**src/rtl/addsub_result_buffer.sv**
```systemverilog
// addsub_result_buffer: derives status flags for add/sub slice results and
// buffers them in a first-word-fall-through FIFO with a sticky overflow flag.
module addsub_result_buffer #(
   parameter int DEPTH = 4,
   parameter int PTR_W = 2
) (
   input  logic             clk,
   input  logic             rst_n,
   input  logic             flush,
   input  logic             in_valid,
   output logic             in_ready,
   input  logic [3:0]       in_res,
   input  logic             in_cout,
   input  logic             in_sub,
   input  logic             in_a_msb,
   input  logic             in_b_msb,
   output logic             out_valid,
   input  logic             out_ready,
   output logic [3:0]       out_res,
   output logic             out_carry,
   output logic             out_zero,
   output logic             out_neg,
   output logic             out_ovf,
   output logic             out_sub,
   output logic [PTR_W:0]   count,
   output logic             ovf_sticky
);
   localparam logic [PTR_W:0] FULL = (PTR_W+1)'(DEPTH);
   logic [8:0]       mem [DEPTH];
   logic [PTR_W-1:0] wr_ptr, rd_ptr;
   logic [8:0]       head;
   logic             ovf, push, pop;
   // b_msb arrives uninverted, so subtract overflow needs differing operand signs
   assign ovf = (in_sub ? (in_a_msb != in_b_msb) : (in_a_msb == in_b_msb)) && (in_res[3] != in_a_msb);
   assign in_ready = count != FULL;
   assign out_valid = count != '0;
   assign push = in_valid && in_ready;
   assign pop = out_valid && out_ready;
   assign head = out_valid ? mem[rd_ptr] : '0;
   assign {out_sub, out_ovf, out_neg, out_zero, out_carry, out_res} = head;
   always_ff @(posedge clk) begin
      if (push) mem[wr_ptr] <= {in_sub, ovf, in_res[3], in_res == 4'd0, in_cout, in_res};
   end
   always_ff @(posedge clk) begin
      if (!rst_n || flush) begin
         wr_ptr     <= '0;
         rd_ptr     <= '0;
         count      <= '0;
         ovf_sticky <= 1'b0;
      end else begin
         if (push) wr_ptr <= wr_ptr + 1'b1;
         if (pop) rd_ptr <= rd_ptr + 1'b1;
         count <= count + (PTR_W+1)'(push) - (PTR_W+1)'(pop);
         if (push && ovf) ovf_sticky <= 1'b1;
      end
   end
endmodule

```
**config.mk**
```make
export PLATFORM = sky130hd
export DESIGN_NAME = addsub_result_buffer
export DESIGN_NICKNAME = d
export VERILOG_FILES = /design/src/rtl/addsub_result_buffer.sv
export SDC_FILE = /design/constraint.sdc
export NUM_CORES = 1
export LEC_CHECK = 0
export ABC_AREA = 1
export CAP_MARGIN = 10
export CELL_PAD_IN_SITES_DETAIL_PLACEMENT = 0
export CELL_PAD_IN_SITES_GLOBAL_PLACEMENT = 1
export CORE_MARGIN = 5
export CORE_UTILIZATION = 41
export DETAILED_ROUTE_END_ITERATION = 12
export MAX_ROUTING_LAYER = met4
export PLACE_DENSITY = 0.89
export SYNTH_ARGS = -nofsm -noshare
export SYNTH_HDL_FRONTEND = slang
export SYNTH_SLANG_ARGS = --single-unit
```
**constraint.sdc**
```tcl
create_clock -name clk -period 2.53 [get_ports clk]
set_input_delay 0.253 -clock clk [delete_from_list [all_inputs] [get_ports clk]]
set_output_delay 0.253 -clock clk [all_outputs]
set_load 0.01 [all_outputs]
```
* After elaboration in Yosys (flattened, before gate mapping)
Memory sizes are Yosys's and may differ from the RTL's. A register that Yosys moved wholly into a read port is not among the register bits.
Cells that the tools add are included.
** Storage, ports and cells
- Flip-flop bits (word level) :: 8
- Bits in latches :: 0
- Bits in writable memories :: 36
- Bits in read-only memories :: 0
- Input port bits :: 13
- Logic and storage cells :: 27
- Memories :: 1
** Memories
- mem :: depth 4, width 9, read ports 1, clocked after memory_dff 1, wr ports 1, line 29 : logic [8:0] mem [DEPTH];
** Operators by class
- Add/sub/neg operators :: 4
- Multiply operators :: 0
- Divide/modulo/power cells :: 0
- Order comparisons :: 0
- Equality and inequality tests :: 4
- Shift-type cells :: 0
- Multiplexer cells :: 6
- Bitwise logic cells :: 0
- Reduce and logical (&&, ||, !) cells :: 8
** Operators with widths (count)
- two-way mux 9 bit :: 1
- adder 2 x 1 -> 2 bit (second input constant) :: 2
- logical AND 1 bit :: 4
- zero test 4 bit :: 1
- two-way mux 2 bit :: 2
- adder 3 x 1 -> 3 bit :: 1
- two-way mux 1 bit :: 3
- != test 3 bit (second input constant) :: 1
- nonzero test 3 bit :: 1
- subtractor 3 x 1 -> 3 bit :: 1
- != test 1 bit :: 2
- == test 1 bit :: 1
- zero test 1 bit :: 1
- logical OR 1 bit :: 1

* Logic depth before layout (Yosys ltp)
Gate-level depths: netlist of the first run.
- Depth in word-level cells :: 4
- Depth in mapped cells :: 12

* Worst setup path before layout of the first run
OpenSTA, ideal clock, no wires.
- Path kind :: register to register
- Start point :: reg count[1]
- End point :: reg count[2]
- Setup time :: 0.070 ns
- Data arrival time :: 1.871 ns
- Required time :: 2.460 ns
- Path slack :: 0.589 ns
- Cell stages (with the launch flop) :: 12
- Buffers on the path :: 0
- Clock period less this slack :: 1.941 ns
- Cells stage by stage :: dfxtp_1 nor2_2 nand2_1 nand2_2 ha_1 inv_1 ha_1 inv_1 fa_1 inv_1 o21ai_0 a21oi_1
** Between the ends
- Word-level cells in the longest chain between the ends :: 4
- Elaborated cells on any way between the ends :: 6
- Those cells by class :: add/sub: 2; eq/ne: 1; reduce/logical: 3
** Ends and longest elaborated chain
- start, declared :: line 25 : output logic [PTR_W:0] count,
- start signal, assigned :: line 53 : count <= count + (PTR_W+1)'(push) - (PTR_W+1)'(pop);
- != test 3 bit :: line 35 : assign in_ready = count != FULL;
- via in_ready :: line 11 : output logic in_ready,
- logical AND 1 bit :: line 37 : assign push = in_valid && in_ready;
- adder 3 x 1 -> 3 bit :: line 53
- subtractor 3 x 1 -> 3 bit :: line 53
The timed path passes the listed nets, and every way through them passes these cells.
A chain may end at the register's enable or synchronous reset.

==> impl_metrics.tcl, run 1 <==
set metrics [dict create \
    hp-class "reg -> reg" \
    initial_utilization_pct 41.9 \
    p_per_area_nw_per_um2 617 \
    p_leak_nw 0.855 \
    cts_tree "built" \
    final_area_sq_um 2240 \
    cts_buffers 5 \
    tns_ps 0 \
    status "finished, final reports clean" \
    dp_hpwl_mm 2.08 \
    rows 24 \
    grt_overflow 0 \
    fin_nets 227 \
    ioPinCount 28 \
    worstPathRequired_ps 2280 \
    cp-start-kind "flip-flop" \
    num_vias 1172 \
    cts_sinks 42 \
    fmax_mhz 434 \
    synth_top_cell_by_area "edfxtp_1" \
    min_from "ovf_sticky" \
    yosysWarnings 0 \
    gp_congestion 0.729 \
    ys_top_cells_by_area "edfxtp_1 53%, dfxtp_1 11%, nor2_1 8.1%" \
    wl_per_cell_um 11.8 \
    grt_max_degree 18 \
    ys_types 21 \
    clk_pin_slew_worst_paths_ps 70 \
    numPlacedInstances 252 \
    fin_crit_ps 2300 \
    yosysSeqAreaShare_pct 64.1 \
    postPlaceCellArea_sq_um 2150 \
    syn_inst 173 \
    drt_iter0_markers 49 \
    grt.total_usage_pct 11.1 \
    clk-insertion-delay-late_ps 290 \
    clock_skew_ps 8.58 \
    die-width_um 76.5 \
    rsz0062_at_grt "false" \
    p_comb_share_pct 12.8 \
    ant_nets 0 \
    cp-end-kind "output pin" \
    cts_hold_buf 0 \
    ir_drop_mv 0.257 \
    wirelength_mm 3.07 \
    antenna_found_initial 0 \
    syn_area_sq_um 1810 \
    fp.dieH_um 76.5 \
    area_delta_synth_final_pct 23.8 \
    drv_slew 0 \
    cts_resized 0 \
    max_slew_margin_pct 64.2 \
    coreArea_sq_um 4320 \
    critPathMaxFanout 9 \
    p_int_mw 1.07 \
    seqPwrFrac_pct 56.1 \
    antennaDiodeCount 0 \
    viasPerCell 4.51 \
    hold_viol 0 \
    drtPass1Iterations 4 \
    synth_top_area_share_pct 53.1 \
    crit_type "reg -> out" \
    cap_violations 0 \
    clk_path_buf_depth 2 \
    design.die.area_sq_um 5840 \
    drc 0 \
    crit_arrival_ps 2050 \
    ys_ff_latch 42 \
    cts_root_buf "clkbuf_8" \
    tightest_slew_ps 532 \
    post_cts_buffers 0 \
    grt_pass1_wl_mm 4.91 \
    instances_no_fill 260 \
    switchingPower_mw 0.315 \
    r2r_start "count[1]" \
    hold_ws_ps 454 \
    final_common_cell "nor2_1" \
    clockPowerShare_pct 31.1 \
    grt_pass1_vias 1112 \
    period_share_pct 91.0 \
    h-tree-depth 2 \
    setup-violations-final 0 \
    avgSynthCellArea_sq_um 10.5 \
    place_ws_ps 416 \
    mostFrequentLayoutCells "39 x nor2_1, 32 x edfxtp_1, 27 x clkdlybuf4s50_1" \
    drive_above_1_share_pct 9.13 \
    finalWorstSetupSlack_ps 228 \
    synthesis.nets 193 \
    numPortBuffers 27 \
    switching_share_pct 22.8 \
]
==> power by group through the flow <==
stage	logic, mW	clock network, mW	registers [mW]
2_1_floorplan	0.0906	0	0.792
4_1_cts	0.179	0.443	0.776
5_1_grt	0.198	0.472	0.779
3_5_place_dp	0.178	0	0.791
3_3_place_gp	0.176	0	0.791
6_report	0.177	0.431	0.776
==> metrics by stage <==
stage	utilization [%]	power (mW)
global route	51.9	1.45
global placement	49.7	0.967
CTS	51.9	1.40
finish	51.9	1.38
floorplan	-	0.883
detailed placement	49.7	0.969
==> synthesized netlist by cell type <==
library cell  count
buf_4             2
edfxtp_1         32
nor4_1            1
dfxtp_1          10
xnor2_1           1
buf_2             1
a21oi_1          16
o21ai_0          19
or2_1             1
nand3_1           2
inv_2             2
buf_6             1
ha_1              6
nor2_1           39
nand2_2           3
clkbuf_2          1
nand2_1          11
fa_1              1
nor2_2            1
xor2_1            1
inv_1            22
==> area by class of cell <==
| class | count | area (sq um) |
|---|---|---|
| repair buffers | 32 | 308 |
| inverters | 24 | 90.1 |
| fillers | 383 | 2080 |
| well taps | 52 | 65.1 |
| flip-flops and latches | 42 | 1160 |
| multi-input cells | 102 | 523 |
| clock inverters | 2 | 12.5 |
| clock buffers | 6 | 82.6 |
==> worst paths after layout <==
kind              slack, ps          to  cells after the start
hold / removal          450  ovf_sticky                      2
setup reg to reg        560    count[2]                     11
hold reg to reg         450  ovf_sticky                      2
setup / recovery        230     out_ovf                      5
==> registers in the layout, summed over array words and instances (netlist names), named ones only <==
register / flops
count: 3
wr_ptr: 2
ovf_sticky: 1
rd_ptr: 2
mem: 32
==> worst max-delay path: stages, from the launching register on <==
cell and delay (ps):
dfxtp_1 520, inv_1 240, nor2_1 140, o21ai_0 90, a21oi_1 200, clkdlybuf4s50_1 570
==> metal layers <==
metal  up-vias  wire (um)  GRT usage, %
met1       497       1370          12.3
li1        635          -             -
met5         -          0             -
met2        29       1450          17.6
met3        11        147          3.78
met4         0         97          5.94
==> cells by family after synthesis <==
logic type	count (synthesis)	synth area share (%)
buffers and inverters	29	6.98
AOI/OAI and AO/OA	35	9.68
adders and majority gates	7	5.25
and+or+nand+nor	58	13.0
DFF	42	64.1
xor gates and xnor gates	2	0.968
Note: power is estimated with default switching activity, not from simulation.
==> run 2, diff against run 1 <==
- CORE_UTILIZATION: 41 -> 40
- PLACE_DENSITY: 0.89 -> 0.87
==> run 2 against run 1 <==
Against the previous run: clock power down 4.6%; critical path depth unchanged; via count up 2.0%; die area up 2.2%; critical path type unchanged; highest routed layer unchanged.
==> impl_metrics.tcl, run 2 (synthesized netlist as in run 1, its figures left out) <==
set metrics [dict create \
    status "finished, final reports clean" \
    p_leak_nw 0.852 \
    cts_hold_buf 0 \
    area_delta_synth_final_pct 23.6 \
    grt_overflow 0 \
    cts_sinks 42 \
    die-width_um 77.3 \
    clock_skew_ps 7.37 \
    power_mw 1.36 \
    cp_slowest_cell "clkdlybuf4s50_1" \
    top_regs "mem (32), count (3)" \
    r2r_start "count[1]" \
    hold_ws_ps 464 \
    ant_nets 0 \
    clk-insertion-delay-late_ps 290 \
    cts_root_buf "clkbuf_8" \
    mostFrequentLayoutCells "39 x nor2_1, 32 x edfxtp_1, 27 x clkdlybuf4s50_1" \
    cts_resized 0 \
    gp_congestion 0.734 \
    cts_tree "built" \
    r2r_setup_slack_ps 540 \
    num_vias 1195 \
    max_stage_delay_ps 560 \
    fin_crit_ps 2310 \
    h-tree-depth 2 \
    rows 24 \
    final_common_cell "nor2_1" \
    grt.total_usage_pct 11.6 \
    p_per_area_nw_per_um2 610 \
    top_register "mem" \
    viasPerCell 4.60 \
    cp-end-kind "output pin" \
    rsz0062_at_grt "false" \
    clk_pin_slew_worst_paths_ps 80 \
    drtPass1Iterations 4 \
    wirelength_mm 3.12 \
    initial_utilization_pct 41.3 \
    antenna_found_initial 0 \
    place_ws_ps 424 \
    max_slew_margin_pct 64.6 \
    period_share_pct 91.1 \
    multi_input_area_sq_um 523 \
    ff2ff_path_depth 11 \
    cts_buffers 5 \
    p_comb_share_pct 13.0 \
    drive_above_1_share_pct 9.13 \
    coreArea_sq_um 4380 \
    instances_no_fill 260 \
    grt_pass1_wl_mm 5.26 \
    final_core_util_pct 51.0 \
    r2r-end "count[2]" \
    p_int_mw 1.04 \
    grt_max_degree 18 \
    seqPwrFrac_pct 56.9 \
    path_buf_inv 2 \
    fillerInstances 403 \
    design.die.area_sq_um 5970 \
    switchingPower_mw 0.321 \
    largest_reg_flops 32 \
    fp.dieH_um 77.3 \
    wl_per_cell_um 12.0 \
    grt_pass1_vias 1197 \
    drt_iter0_markers 52 \
    numPlacedInstances 252 \
    fin_nets 227 \
    cp-start-kind "flip-flop" \
    cp_cell_sequence "inv_1 > nor2_1 > o21ai_0 > a21oi_1 > clkdlybuf4s50_1" \
    antennaDiodeCount 0 \
    clk_path_buf_depth 2 \
    dp_hpwl_mm 2.10 \
    final_area_sq_um 2240 \
    cp_top_family "buffers and inverters" \
    critPathMaxFanout 9 \
    finalWorstSetupSlack_ps 224 \
    setup-violations-final 0 \
    min_from "ovf_sticky" \
    hold_path_depth 2 \
    switching_share_pct 23.5 \
    numPortBuffers 27 \
    worstPathRequired_ps 2280 \
    drv_slew 0 \
    ioPinCount 28 \
    postPlaceCellArea_sq_um 2150 \
    crit_type "reg -> out" \
    drc 0 \
    tightest_slew_ps 526 \
    hp-class "reg -> reg" \
    tns_ps 0 \
    hold_viol 0 \
    ff_latch_area_sq_um 1160 \
    fmax_mhz 434 \
    crit_arrival_ps 2050 \
    clockPowerShare_pct 30.1 \
    cap_violations 0 \
    ir_drop_mv 0.292 \
    post_cts_buffers 0 \
    holdPathEnd "ovf_sticky" \
]
## run 2: how the worst max path moves through the flow
stage,endpoint,cells past startpoint,start,slack [ps]
2_1_floorplan,count[2],11,count[1],590
3_3_place_gp,count[2],10,in_valid,470
3_5_place_dp,count[2],10,in_valid,420
4_1_cts,out_res[3],5,flip-flop,210
5_1_grt,out_zero,5,flip-flop,20
6_report,out_sub,5,flip-flop,220
## run 2: power groups by stage
stage               Combinational, mW  Sequential, mW  Clock, mW
floorplan                      0.0906           0.792          0
global placement                0.177           0.792          0
detailed placement              0.179           0.791          0
CTS                             0.181           0.776      0.427
global route                    0.199           0.779      0.464
finish                          0.177           0.776      0.411
## run 2: cell type report
cell class / instances / share of cell area, %
Clock buffer: 5 / 3.08
Clock inverter: 3 / 0.951
Inverter: 24 / 4.03
Multi-Input combinational cell: 102 / 23.4
Sequential cell: 42 / 51.9
Tap cell: 52 / 2.91
Timing Repair Buffer: 32 / 13.8
## run 2: tightest hold or removal path, cell delays in order, from the launching register on
cell     delay, ps
dfxtp_1        320
inv_1           50
a21oi_1         50
## run 2: per-layer routing
metal  up-vias  share of wire [%]  GRT usage [%]
met5         -                  0              -
met4         0                1.6           4.98
met3         7                5.7           3.75
met2        32                 48           18.6
met1       522                 44           13.2
li1        634                  -              -
==> run 3, diff against run 2 <==
- MAX_ROUTING_LAYER: met4 -> not set
==> run 3 against run 2 <==
Against the previous run: combinational power hardly changed; clock-buffer cell count is the same; global-route usage decreased by 0.31 points; cell count unchanged; core utilization is the same; total power is essentially flat; non-clock buffer count did not move; first-iteration DRC count increased by 5.8%; sequential power about the same.
==> impl_metrics.tcl, run 3 (synthesized netlist as in run 1, its figures left out) <==
set metrics [dict create \
    status "finished, final reports clean" \
    setup-violations-final 0 \
    p_per_area_nw_per_um2 610 \
    tns_ps 0 \
    mostFrequentLayoutCells "39 x nor2_1, 32 x edfxtp_1, 27 x clkdlybuf4s50_1" \
    cp-start-kind "flip-flop" \
    drv_slew 0 \
    max_slew_margin_pct 64.6 \
    cts_root_buf "clkbuf_8" \
    hp-class "reg -> reg" \
    rows 24 \
    grt_overflow 0 \
    viasPerCell 4.60 \
    clk_path_buf_depth 2 \
    grt_pass1_wl_mm 5.26 \
    r2r-end "count[2]" \
    hold_path_depth 2 \
    cts_resized 0 \
    wirelength_mm 3.12 \
    p_leak_nw 0.852 \
    switching_share_pct 23.5 \
    r2r_start "count[1]" \
    grt_max_degree 18 \
    min_from "ovf_sticky" \
    cp-end-kind "output pin" \
    clock_skew_ps 7.37 \
    wl_per_cell_um 12.0 \
    p_comb_share_pct 13.0 \
    top_regs "mem (32), count (3)" \
    rsz0062_at_grt "false" \
    grt_pass1_vias 1197 \
    hold_viol 0 \
    cts_sinks 42 \
    fin_nets 227 \
    numPortBuffers 27 \
    clk-insertion-delay-late_ps 290 \
    period_share_pct 91.1 \
    post_cts_buffers 0 \
    cts_tree "built" \
    cts_buffers 5 \
    drtPass1Iterations 4 \
    coreArea_sq_um 4380 \
    fmax_mhz 434 \
    clk_pin_slew_worst_paths_ps 80 \
    dp_hpwl_mm 2.10 \
    top_register "mem" \
    ff2ff_path_depth 11 \
    power_mw 1.36 \
    initial_utilization_pct 41.3 \
    critPathMaxFanout 9 \
    cap_violations 0 \
    cts_hold_buf 0 \
    final_common_cell "nor2_1" \
    num_vias 1195 \
    area_delta_synth_final_pct 23.6 \
    largest_reg_flops 32 \
    ioPinCount 28 \
    p_int_mw 1.04 \
    fp.dieH_um 77.3 \
    gp_congestion 0.725 \
    antennaDiodeCount 0 \
    tightest_slew_ps 526 \
    design.die.area_sq_um 5970 \
    drc 0 \
    switchingPower_mw 0.321 \
    h-tree-depth 2 \
    crit_type "reg -> out" \
    die-width_um 77.3 \
    holdPathEnd "ovf_sticky" \
    drive_above_1_share_pct 9.13 \
    crit_arrival_ps 2050 \
    ir_drop_mv 0.292 \
    seqPwrFrac_pct 56.9 \
    ant_nets 0 \
    drt_iter0_markers 55 \
    clockPowerShare_pct 30.1 \
    antenna_found_initial 0 \
    fin_crit_ps 2310 \
    grt.total_usage_pct 11.3 \
    r2r_setup_slack_ps 540 \
    hold_ws_ps 464 \
    worstPathRequired_ps 2280 \
]
run 3: power groups by stage:
stage | Combinational, mW | Sequential, mW | Clock [mW]
floorplan | 0.0906 | 0.792 | 0
global placement | 0.177 | 0.792 | 0
detailed placement | 0.179 | 0.791 | 0
CTS | 0.181 | 0.776 | 0.427
global route | 0.199 | 0.779 | 0.464
finish | 0.177 | 0.776 | 0.411
run 3: worst max path at each step:
stage	from	end	slack (ps)	depth (start not counted)
floorplan	count[1]	count[2]	590	11
finish	flip-flop	out_sub	220	5
detailed placement	in_valid	count[2]	420	10
CTS	flip-flop	out_res[3]	210	5
global route	flip-flop	out_zero	20	5
global placement	in_valid	count[2]	470	10
run 3: cell type report:
| cell class | count | area [sq um] |
|---|---|---|
| clock buffer | 5 | 68.8 |
| clock inverter | 3 | 21.3 |
| fill | 403 | 2150 |
| inverter | 24 | 90.1 |
| multi-input combinational | 102 | 523 |
| sequential | 42 | 1160 |
| tap | 52 | 65.1 |
| timing repair buffer | 32 | 308 |
run 3: critical path, stage by stage (launching register included):
cell and delay (ps):
dfxtp_1 550, inv_1 250, nor2_1 150, o21ai_0 90, a21oi_1 160, clkdlybuf4s50_1 560
run 3: layer usage:
metal | vias to the layer above | share of wire [%] | global-route usage [%]
met1 | 522 | 44 | 13.1
met2 | 32 | 48 | 18.6
met5 | - | 0 | 0
met3 | 7 | 6.0 | 3.86
met4 | 0 | 1.6 | 4.98
li1 | 634 | - | -
run 3: metrics by stage:
| step | worst slack (ps) | instances | utilization (%) | cell area [sq um] |
|---|---|---|---|---|
| after floorplan | 589 | 173 | - | 1810 |
| after global placement | 472 | 252 | 49.0 | 2150 |
| after detailed placement | 424 | 252 | 49.0 | 2150 |
| after CTS | 208 | 260 | 51.0 | 2240 |
| after global routing | 22.6 | 260 | 51.0 | 2240 |
| final | 224 | 260 | 51.0 | 2240 |
